## src/rtl/i2c_apb_txn_sequencer.sv

```systemverilog
// i2c_apb_txn_sequencer
//   APB master that time-shares one I2C master core between NUM_REQ
//   requesters. Each grant runs one single-byte I2C write or read as a fixed
//   string of register accesses, polls the busy bit, and aborts on timeout.
//
// Ports
//   pclk_i, preset_n_i      clock, async active-low reset
//   req_i                   per-requester request, held until done_o
//   req_addr_rw_i           per-requester {7-bit slave addr, rw}
//   req_wdata_i             per-requester write byte
//   cfg_prescaler_i         prescaler value, sampled at grant
//   cfg_done_time_i         cmd[4:0] value, sampled at grant
//   gnt_o                   one-hot grant, held for the whole transaction
//   done_o, err_o           1-cycle completion pulse; err_o=1 on timeout abort
//   rdata_o                 last byte read (held until the next read)
//   psel_o .. pwdata_o      APB master request
//   prdata_i, pready_i      APB response
module i2c_apb_txn_sequencer #(
  parameter int          NUM_REQ        = 2,
  parameter logic [7:0]  ADDR_PRESCALER = 8'h00,
  parameter logic [7:0]  ADDR_CMD       = 8'h01,
  parameter logic [7:0]  ADDR_TRANSMIT  = 8'h02,
  parameter logic [7:0]  ADDR_RECEIVE   = 8'h03,
  parameter logic [7:0]  ADDR_ADDRESS   = 8'h04,
  parameter int          POLL_GAP       = 4,
  parameter int          TIMEOUT_POLLS  = 255
) (
  input  logic                    pclk_i,
  input  logic                    preset_n_i,
  input  logic [NUM_REQ-1:0]      req_i,
  input  logic [NUM_REQ-1:0][7:0] req_addr_rw_i,
  input  logic [NUM_REQ-1:0][7:0] req_wdata_i,
  input  logic [7:0]              cfg_prescaler_i,
  input  logic [4:0]              cfg_done_time_i,
  output logic [NUM_REQ-1:0]      gnt_o,
  output logic [NUM_REQ-1:0]      done_o,
  output logic                    err_o,
  output logic [7:0]              rdata_o,
  output logic                    psel_o,
  output logic                    penable_o,
  output logic                    pwrite_o,
  output logic [7:0]              paddr_o,
  output logic [7:0]              pwdata_o,
  input  logic [7:0]              prdata_i,
  input  logic                    pready_i
);

  localparam int IW = (NUM_REQ > 1) ? $clog2(NUM_REQ) : 1;
  localparam int GW = $clog2(POLL_GAP + 1);

  typedef enum logic [3:0] {
    S_IDLE, S_WR_PRESC, S_WR_ADDR, S_WR_TX, S_WR_CMD,
    S_WAIT, S_POLL, S_RD_RX, S_ABORT, S_DONE
  } state_t;

  // Every APB state walks SETUP -> ACCESS (until pready) -> END. END is the
  // bus-idle cycle after completion and is where the next state is chosen.
  typedef enum logic [1:0] {PH_SETUP, PH_ACCESS, PH_END} phase_t;

  state_t         state_q, state_d;
  phase_t         ph_q, ph_d;
  logic [GW-1:0]  gap_cnt_q;
  logic [7:0]     poll_cnt_q;
  logic [IW-1:0]  ptr_q, pick;
  logic [NUM_REQ-1:0] gnt_q;
  logic [7:0]     addr_rw_q, wdata_q, presc_q, rdata_q;
  logic [4:0]     dtime_q;
  logic           err_q, busy_q;

  logic           is_xfer, xfer_write, xfer_fire, poll_last, grant;
  logic [7:0]     xfer_addr, xfer_wdata;

  // Rotating priority: lowest index above the pointer wins, otherwise the
  // lowest index overall (wrap-around).
  always_comb begin
    pick = ptr_q;
    for (int i = NUM_REQ-1; i >= 0; i--)
      if (req_i[i]) pick = IW'(i);
    for (int i = NUM_REQ-1; i >= 0; i--)
      if (req_i[i] && (IW'(i) > ptr_q)) pick = IW'(i);
  end

  assign grant     = (state_q == S_IDLE) && (|req_i);
  assign xfer_fire = is_xfer && (ph_q == PH_ACCESS) && pready_i;
  assign poll_last = ({1'b0, poll_cnt_q} + 9'd1) >= 9'(TIMEOUT_POLLS);

  always_comb begin
    state_d    = state_q;
    ph_d       = ph_q;
    is_xfer    = 1'b1;
    xfer_addr  = '0;
    xfer_wdata = '0;
    xfer_write = 1'b0;

    case (state_q)
      S_WR_PRESC: begin xfer_addr = ADDR_PRESCALER; xfer_wdata = presc_q;   xfer_write = 1'b1; end
      S_WR_ADDR:  begin xfer_addr = ADDR_ADDRESS;   xfer_wdata = addr_rw_q; xfer_write = 1'b1; end
      S_WR_TX:    begin xfer_addr = ADDR_TRANSMIT;  xfer_wdata = wdata_q;   xfer_write = 1'b1; end
      // {rsvd, enable, reset_n, done_time}
      S_WR_CMD:   begin xfer_addr = ADDR_CMD; xfer_wdata = {3'b011, dtime_q}; xfer_write = 1'b1; end
      S_POLL:     xfer_addr = ADDR_CMD;
      S_RD_RX:    xfer_addr = ADDR_RECEIVE;
      // cmd = 0 drops enable and holds the core in reset
      S_ABORT:    begin xfer_addr = ADDR_CMD; xfer_write = 1'b1; end
      default:    is_xfer = 1'b0;
    endcase

    psel_o    = is_xfer && (ph_q != PH_END);
    penable_o = is_xfer && (ph_q == PH_ACCESS);
    pwrite_o  = psel_o && xfer_write;
    paddr_o   = psel_o   ? xfer_addr  : '0;
    pwdata_o  = pwrite_o ? xfer_wdata : '0;

    case (state_q)
      S_IDLE: if (grant) begin
        state_d = S_WR_PRESC;
        ph_d    = PH_SETUP;
      end
      S_WAIT: if (gap_cnt_q == GW'(POLL_GAP - 1)) begin
        state_d = S_POLL;
        ph_d    = PH_SETUP;
      end
      S_DONE: state_d = S_IDLE;
      default: begin
        case (ph_q)
          PH_SETUP:  ph_d = PH_ACCESS;
          PH_ACCESS: if (pready_i) ph_d = PH_END;
          default: begin
            ph_d = PH_SETUP;
            case (state_q)
              S_WR_PRESC: state_d = S_WR_ADDR;
              S_WR_ADDR:  state_d = addr_rw_q[0] ? S_WR_CMD : S_WR_TX;
              S_WR_TX:    state_d = S_WR_CMD;
              S_WR_CMD:   state_d = S_WAIT;
              S_POLL: begin
                if (!busy_q)        state_d = addr_rw_q[0] ? S_RD_RX : S_DONE;
                else if (poll_last) state_d = S_ABORT;
                else                state_d = S_WAIT;
              end
              default:    state_d = S_DONE;   // RD_RX, ABORT
            endcase
          end
        endcase
      end
    endcase
  end

  always_ff @(posedge pclk_i or negedge preset_n_i) begin
    if (!preset_n_i) begin
      state_q <= S_IDLE;
      ph_q    <= PH_SETUP;
    end else begin
      state_q <= state_d;
      ph_q    <= ph_d;
    end
  end

  always_ff @(posedge pclk_i or negedge preset_n_i) begin
    if (!preset_n_i) begin
      ptr_q      <= IW'(NUM_REQ - 1);
      gnt_q      <= '0;
      addr_rw_q  <= '0;
      wdata_q    <= '0;
      presc_q    <= '0;
      dtime_q    <= '0;
      gap_cnt_q  <= '0;
      poll_cnt_q <= '0;
      err_q      <= 1'b0;
      busy_q     <= 1'b0;
      rdata_q    <= '0;
    end else begin
      if (grant) begin
        ptr_q       <= pick;
        gnt_q       <= '0;
        gnt_q[pick] <= 1'b1;
        addr_rw_q   <= req_addr_rw_i[pick];
        wdata_q     <= req_wdata_i[pick];
        presc_q     <= cfg_prescaler_i;
        dtime_q     <= cfg_done_time_i;
        poll_cnt_q  <= '0;
        err_q       <= 1'b0;
      end
      if (state_q == S_DONE) gnt_q <= '0;
      gap_cnt_q <= (state_q == S_WAIT) ? gap_cnt_q + GW'(1) : '0;
      if (xfer_fire && state_q == S_POLL)  busy_q  <= prdata_i[6];
      if (xfer_fire && state_q == S_RD_RX) rdata_q <= prdata_i;
      if (state_q == S_POLL && ph_q == PH_END && busy_q &&
          poll_cnt_q != 8'(TIMEOUT_POLLS))
        poll_cnt_q <= poll_cnt_q + 8'd1;
      if (state_q == S_ABORT) err_q <= 1'b1;
    end
  end

  assign gnt_o   = gnt_q;
  assign done_o  = (state_q == S_DONE) ? gnt_q : '0;
  assign err_o   = (state_q == S_DONE) && err_q;
  assign rdata_o = rdata_q;

endmodule
```

## config.mk

```make
export PLATFORM = sky130hd
export DESIGN_NAME = i2c_apb_txn_sequencer
export DESIGN_NICKNAME = d
export VERILOG_FILES = /design/src/rtl/i2c_apb_txn_sequencer.sv
export SDC_FILE = /design/constraint.sdc
export NUM_CORES = 1
export LEC_CHECK = 0
export CORE_MARGIN = 5
export CORE_UTILIZATION = 53
export CTS_CLUSTER_DIAMETER = 200
export DETAILED_ROUTE_END_ITERATION = 6
export GPL_TIMING_DRIVEN = 0
export MAX_ROUTING_LAYER = met4
export PLACE_DENSITY = 0.93
export SETUP_SLACK_MARGIN = 0.05
export SYNTH_ARGS = -nofsm -noshare
export SYNTH_HDL_FRONTEND = slang
export SYNTH_SLANG_ARGS = --single-unit
```

## constraint.sdc

```tcl
create_clock -name pclk_i -period 2.6 [get_ports pclk_i]
set_input_delay 0.52 -clock pclk_i [delete_from_list [all_inputs] [get_ports pclk_i]]
set_output_delay 0.52 -clock pclk_i [all_outputs]
set_load 0.01 [all_outputs]
```

## Word-level counts from Yosys, hierarchy flattened

Cells that the tools add are included.

| word-level totals | value |
|---|---|
| bits in read-only memories | 0 |
| logic and storage cells | 104 |
| memories kept | 0 |
| bits in latches | 0 |
| memory bits (writable) | 0 |
| register bits | 59 |

| cells by class | value |
|---|---|
| reductions and logical operators | 26 |
| shift operators | 0 |
| divide/modulo/power cells | 0 |
| magnitude comparators | 5 |
| equality and inequality tests | 18 |
| $mul | 0 |
| bitwise gates (word level) | 1 |
| muxes and demuxes | 38 |
| add/subtract/negate cells | 3 |

Operators by type and width:

| operator | count |
|---|---|
| $mux W8 | 8 |
| $pmux W8 S4 | 1 |
| $mux W4 | 6 |
| $pmux W4 S5 | 1 |
| $eq A4 B3 Y1 const B | 4 |
| $logic_and A1 B1 Y1 | 14 |
| $mux W2 | 6 |
| $pmux W3 S4 | 1 |
| $pmux W4 S3 | 1 |
| $add A8 B1 Y9 const B | 1 |
| $ge A9 B8 Y1 const B | 1 |
| $mux W1 | 9 |
| $add A8 B1 Y8 const B | 1 |
| $eq A4 B2 Y1 const B | 2 |
| $eq A4 B4 Y1 const B | 2 |
| $ne A8 B8 Y1 const B | 1 |
| $reduce_or A7 Y1 | 1 |
| $mux W3 | 2 |
| $ne A2 B2 Y1 const B | 3 |
| $pmux W2 S3 | 1 |
| $reduce_bool A2 Y1 | 3 |
| $reduce_or A5 Y1 | 1 |
| $eq A4 B1 Y1 const B | 1 |
| $logic_not A4 Y1 | 1 |
| other kinds (17) | 19 |

## Logic depth before layout (Yosys ltp)

Gate-level depths: netlist of the first run.

| depth | value |
|---|---|
| depth after elaboration | 10 |
| gate-level depth with buffers | 8 |
| mapped depth without buffers | 6 |

## Worst setup path after synthesis of the first run

OpenSTA, ideal clock, no wires.

| path | value |
|---|---|
| kind | reg-to-output |
| start | register state_q[2] |
| end | output port pwdata_o[3] |
| setup slack | 0.408 ns |
| arrival time | 1.672 ns |
| required time | 2.080 ns |
| stages on the path, launching flop included | 6 |
| cells stage by stage | dfrtp_1 -> buf_6 -> buf_6 -> nor4b_4 -> a32oi_1 -> a2111oi_1 |

| on the way | value |
|---|---|
| cells in the longest elaborated chain, start to end | 6 |
| elaborated cells on any way between the ends | 15 |
| those cells by class | eq/ne (7); mux (4); reduce/logical (4) |

RTL lines:

| element | RTL line | RTL |
|---|---|---|
| start, declared | 60 | `state_t state_q, state_d;` |
| start signal, assigned | 153 | `state_q <= state_d;` |
| $eq A4 B3 Y1, or another cell as far along | 95 | `case (state_q)` |
| $reduce_or A7 Y1 (no source line) | - |  |
| $mux W1 | 95 |  |
| $logic_and A1 B1 Y1 | 108 | `psel_o = is_xfer && (ph_q != PH_END);` |
| $logic_and A1 B1 Y1 | 110 | `pwrite_o = psel_o && xfer_write;` |
| $mux W8 (*) | 112 | `pwdata_o = pwrite_o ? xfer_wdata : '0;` |
| end, declared | 43 | `output logic [7:0] pwdata_o,` |

Mark *: on every way between the ends. The rest lies on a longest branch, timed or not.

## Final worst setup path of the first run

| path | value |
|---|---|
| start | register state_q[0] |
| end | output port pwdata_o[3] |

The elaborated chain is that of the path after synthesis.

==> results of run 1 <==
==> cell type report <==
cell class                      instances  area [sq um]
Multi-Input combinational cell        277          1880
Fill cell                             429          1580
Sequential cell                        59          1480
Timing Repair Buffer                   91           886
Buffer                                 25           183
Clock buffer                           10           128
Tap cell                               77          96.3
Clock inverter                          6          57.6
Inverter                                7          26.3
==> stage by stage <==
stage / utilization / std cells / total power, mW
final: 0.750 / 552 / 5.18
after global routing: 0.750 / 552 / 5.49
after CTS: 0.737 / 550 / 4.95
after detailed placement: 0.697 / 532 / 4.09
after global placement: 0.693 / 531 / 3.99
after floorplan: - / 370 / 3.11
==> registers in the layout, indices dropped and copies added, names as in the netlist <==
| signal | count |
|---|---|
| gap_cnt_q | 3 |
| state_q | 4 |
| wdata_q | 8 |
| rdata_o | 8 |
| err_q | 1 |
| presc_q | 8 |
| poll_cnt_q | 8 |
| ptr_q | 1 |
| ph_q | 2 |
| busy_q | 1 |
| dtime_q | 5 |
| gnt_o | 2 |
| addr_rw_q | 8 |
==> cell usage in the layout (no fill, tap or decap), types with 8 or more instances in the layout <==
cell              n
mux2i_1          18
buf_4            12
dfrtp_1          57
buf_2            11
nand2_1          70
mux2_2            8
nor2_1           25
clkdlybuf4s50_1  72
o21ai_0          28
clkbuf_8          9
==> worst max-delay path: stages (launching register included) <==
cell and delay (ns):
dfrtp_1 0.44, buf_6 0.18, buf_4 0.17, nor2b_4 0.23, a32oi_2 0.18, a2111oi_4 0.36, buf_2 0.20
==> cells by family (layout without fill, tap and decap cells) <==
logic type / after synthesis / in the layout / synth area share
and+or+nand+nor: 155 / 155 / 0.230
AOI/OAI and AO/OA: 80 / 80 / 0.167
DFF: 59 / 59 / 0.432
buffers and inverters: 34 / 139 / 0.0567
muxes: 30 / 30 / 0.0921
adders and majority gates: 4 / 4 / 0.0146
xor gates and xnor gates: 3 / 3 / 0.00768
other: 1 / 5 / 0.00110
==> synth_stat cells, drive strengths merged (2+ instances only) <==
library cell and number:
a2111oi 3, a21o 2, a21oi 7, a222oi 5, a22o 4, a31oi 4, a32oi 4, and2 4
and3 6, and4bb 2, buf 20, clkbuf 7, dfrtp 58, ha 4, inv 7, mux2 12
mux2i 18, nand2 70, nand2b 6, nand3 7, nor2 30, nor2b 8, nor3 9, nor3b 2
nor4 2, nor4b 3, o21ai 31, o31ai 6, o41ai 3, xnor2 3
==> worst paths after layout <==
check | endpoint | from | depth (start not counted) | slack, ns
min | addr_rw_q[0] | preset_n_i | 1 | 0.28
max in group asynchronous | gap_cnt_q[2] | preset_n_i | 2 | 1.72
min reg2reg | gap_cnt_q[0] | gap_cnt_q[0] | 1 | 0.45
max | pwdata_o[3] | state_q[0] | 6 | -0.01
min in group pclk_i | gap_cnt_q[0] | gap_cnt_q[0] | 1 | 0.45
max reg2reg | presc_q[7] | state_q[3] | 7 | 0.57
==> repair_timing <==
action                     CTS  global route
pin swaps                    6             5
resized for setup           40            23
buffers inserted             3             2
setup endpoints to repair   16            17
cloned                       0             1
==> routing by layer <==
metal | share of wire | GRT usage
met2 | 0.51 | 0.392
met3 | 0.072 | 0.0400
met4 | 0.026 | 0.0856
met1 | 0.39 | 0.290
met5 | 0 | -
==> power by group through the flow <==
| stage | Clock [mW] | Sequential [mW] | Combinational, mW |
|---|---|---|---|
| 3_3_place_gp | 0 | 1.51 | 2.47 |
| 2_1_floorplan | 0 | 1.49 | 1.62 |
| 3_5_place_dp | 0 | 1.54 | 2.55 |
| 5_1_grt | 0.858 | 1.62 | 3.02 |
| 4_1_cts | 0.812 | 1.54 | 2.60 |
| 6_report | 0.807 | 1.58 | 2.79 |
==> out/metrics.csv, run 1 <==
metric,value,unit
place_area,4400,sq um
finalClockSkew,0.00750,ns
drt_iter0_drc,343,
max_freq,383,MHz
via_per_inst,5.87,
row_count,29,
nNetsFinal,532,
grt_pass1_wl,15300,um
ys.flop_type,dfrtp_1,
synth_edf_count,0,
place_congestion,0.934,
p_comb_frac,0.539,
yosysTopAreaCell,dfrtp_1,
clkSinkCount,59,
arrival,2.09,ns
maxCapViolations,0,
wirelength,9850,um
routedWlPerCell,17.8,um
intPower,3.02,mW
cts-htree-levels,3,
num_antenna_cells,0,
ioPinCount,90,
clk_pin_slew,0.07,ns
synthArstFlopShare,1.00,
fin_ws,-0.0101,ns
grt_overflow_total,0,
status,"complete, but fails checks",
die_area,8170,sq um
die_y,90.4,um
violations,"DRC, setup timing",
critPathCaptureType,output pin,
critPathLaunchType,register,
p_seq_frac,0.305,
synthTopCellsByArea,"dfrtp_1 42%, nand2_1 7.7%, mux2i_1 5.3%, o21ai_0 4.1%, nor2_1 3.2%",
dieWidth,90.4,um
syn_inst,366,
initial_core_util,0.542,
clockBufferDepth,2,
crit_required,2.08,ns
crit_fanout,10,
tns,-0.0101,ns
power_leakage,2.13,nW
relSlewSlack,0.438,
firstDrtPassIters,7,
synthDistinctLibCells,65,
root_buffer,clkbuf_8,
pwr_density_cell,1090,nW/um^2
p_switching,2.16,mW
rsz0062_at_grt,true,
p_sw_frac,0.417,
worstSkewPairLatency,0.34,ns
path_class,reg2out,
post-dp-hpwl,7000,um
slew_viol_final,0,
worst_hold_slack,0.284,ns
yosys_warnings,0,
post-route-period-util,1.00,
vias,3241,
drive_above_1_share,0.202,
io_buffers,84,
hold_viol_final,0,
post-route-drc-count,2,
pre_cts_slack,-0.237,ns
p_clk_frac,0.156,
stdcell_area,4740,sq um
grt_pass1_vias,3161,
synthToLayoutAreaGrowth,38.3,%
peakVddDrop,0.749,mV
finalSetupViolCount,1,
cts_tree,done,
max_slew.worst_pin.slew,0.843,ns
ys_seq_area_frac,0.432,
cts_hold_buf,0,
track_usage,0.236,
grt_max_degree,37,
antenna_left,0,
synth_area,3420,sq um
synth_seq_cells,59,
antenna_found_initial,0,
cts_buffers,9,
min_path_type,in2async,
layout_min_cycle_time,2.61,ns
core_area,6310,sq um
avgSynthCellArea,9.35,sq um
synth_top_area_frac,0.424,
Power figures use the tool's default switching activity.
==> inputs of run 2 (changes only) <==
Settings changed: TNS_END_PERCENT set to 20.
==> run 2 against run 1 <==
- the run ends with DRC left
- clock-buffer cell count is the same
- via count fell by 0.71%
- sequential share of layout area increased by 0.66 points
- maximum frequency increased by 1.7%
- global-route usage decreased by 0.29 points
- critical path type unchanged
- critical endpoint unchanged
- largest cell class unchanged
==> out/metrics.csv, run 2 (synthesis gave the netlist of run 1 again) <==
metric,value,unit
status,"complete, but fails checks",
violations,DRC,
min_path_type,in2async,
maxCapViolations,0,
met3_length,711,um
grt_pass1_wl,15100,um
stdcell_count,548,
grt_overflow_total,0,
cts_tree,done,
row_count,29,
drt_iter0_drc,390,
fillerInstances,453,
ff2ff_path_depth,7,
hold_viol_final,0,
drive_above_1_share,0.187,
max_slew.worst_pin.slew,0.841,ns
ioPinCount,90,
grt_max_degree,37,
utilization,0.735,
crit_fanout,10,
core_area,6310,sq um
relSlewSlack,0.439,
initial_core_util,0.542,
slew_viol_final,0,
pwr_density_cell,1070,nW/um^2
max_freq,390,MHz
timing.rr.end,poll_cnt_q[2],
cts_buffers,9,
arrival,2.05,ns
rrSetupSlack,0.57,ns
dieWidth,90.4,um
root_buffer,clkbuf_8,
mostFrequentLayoutCells,"72 x clkdlybuf4s50_1, 70 x nand2_1, 57 x dfrtp_1",
post-route-drc-count,5,
via_per_inst,5.87,
top_layer_used,met4,
post-place-cells,532,
antenna_left,0,
place_congestion,0.934,
post-dp-hpwl,7000,um
worstSkewPairLatency,0.34,ns
post-route-period-util,0.987,
fin_ws,0.0339,ns
die_y,90.4,um
place_area,4400,sq um
cts-htree-levels,3,
path_class,reg2out,
routedWlPerCell,16.9,um
cts_hold_buf,0,
layout_min_cycle_time,2.57,ns
io_buffers,84,
rsz0062_at_grt,true,
vias,3218,
p_total,4.97,mW
finalClockSkew,0.00798,ns
finalSetupViolCount,0,
num_antenna_cells,0,
track_usage,0.233,
drt-met1-wl,3620,um
clkSinkCount,59,
clockBufferDepth,2,
grt_pass1_vias,3120,
ff_latch_area,1480,sq um
antenna_found_initial,0,
nNetsFinal,528,
synthToLayoutAreaGrowth,35.5,%
crit_required,2.08,ns
power_leakage,2.09,nW
timing.rr.start,poll_cnt_q[1],
clk_pin_slew,0.07,ns
peakVddDrop,0.621,mV
final_common_cell,clkdlybuf4s50_1,
multi_input_area,1840,sq um
critPathLaunchType,register,
pre_cts_slack,-0.237,ns
wirelength,9270,um
critPathCaptureType,output pin,
wl_met2,4750,um
die_area,8170,sq um
firstDrtPassIters,7,
stdcell_area,4640,sq um
-- run 2: power breakdown --
part | switching, mW | total, mW | internal [mW] | leakage (nW)
Sequential | 0.276 | 1.56 | 1.29 | 0.749
Clock | 0.361 | 0.797 | 0.436 | 0.0958
Combinational | 1.39 | 2.61 | 1.22 | 1.25
Total | 2.03 | 4.97 | 2.94 | 2.09
-- run 2: worst max path at each step --
stage	depth (start not counted)	slack, ns	startpoint	endpoint
CTS	6	-0.06	state_q[2]	pwdata_o[3]
detailed placement	6	-0.24	state_q[2]	pwdata_o[3]
finish	6	0.03	state_q[0]	pwdata_o[3]
floorplan	5	0.41	state_q[2]	pwdata_o[3]
global route	6	-0.06	state_q[0]	pwdata_o[3]
global placement	1	-0.79	preset_n_i	gap_cnt_q[1]
-- run 2: worst max-delay path: stages (launching register included) --
cell,delay (ns)
dfrtp_1,0.43
buf_6,0.18
buf_4,0.17
nor2b_4,0.21
a32oi_1,0.16
a2111oi_2,0.35
buf_2,0.20
-- run 2: final cells by class --
type / instances / share of cell area
Clock buffer: 10 / 0.0275
Multi-Input combinational cell: 277 / 0.396
Tap cell: 77 / 0.0208
Inverter: 7 / 0.00566
Sequential cell: 59 / 0.319
Clock inverter: 6 / 0.0124
Timing Repair Buffer: 87 / 0.181
Buffer: 25 / 0.0383
-- run 2: stage by stage --
step | hold WS, ns | setup TNS, ns
after floorplan | 0.224 | 0
after global placement | 0.422 | -46.57
after detailed placement | 0.446 | -0.806
after CTS | 0.306 | -0.0589
after global routing | 0.353 | -0.0819
final | 0.286 | 0
-- run 2: timing repair --
| item | 4_1_cts | 5_1_grt |
|---|---|---|
| resized for setup | 35 | 21 |
| buffers inserted | 2 | 0 |
| endpoints found under the setup margin | 16 | 16 |
| pin swaps | 5 | 5 |
-- run 2: per-layer routing --
metal  GRT usage  vias up
met5           -        -
met4      0.0856        0
met3      0.0400       23
met2       0.385      169
met1       0.287     1522
li1            -     1504
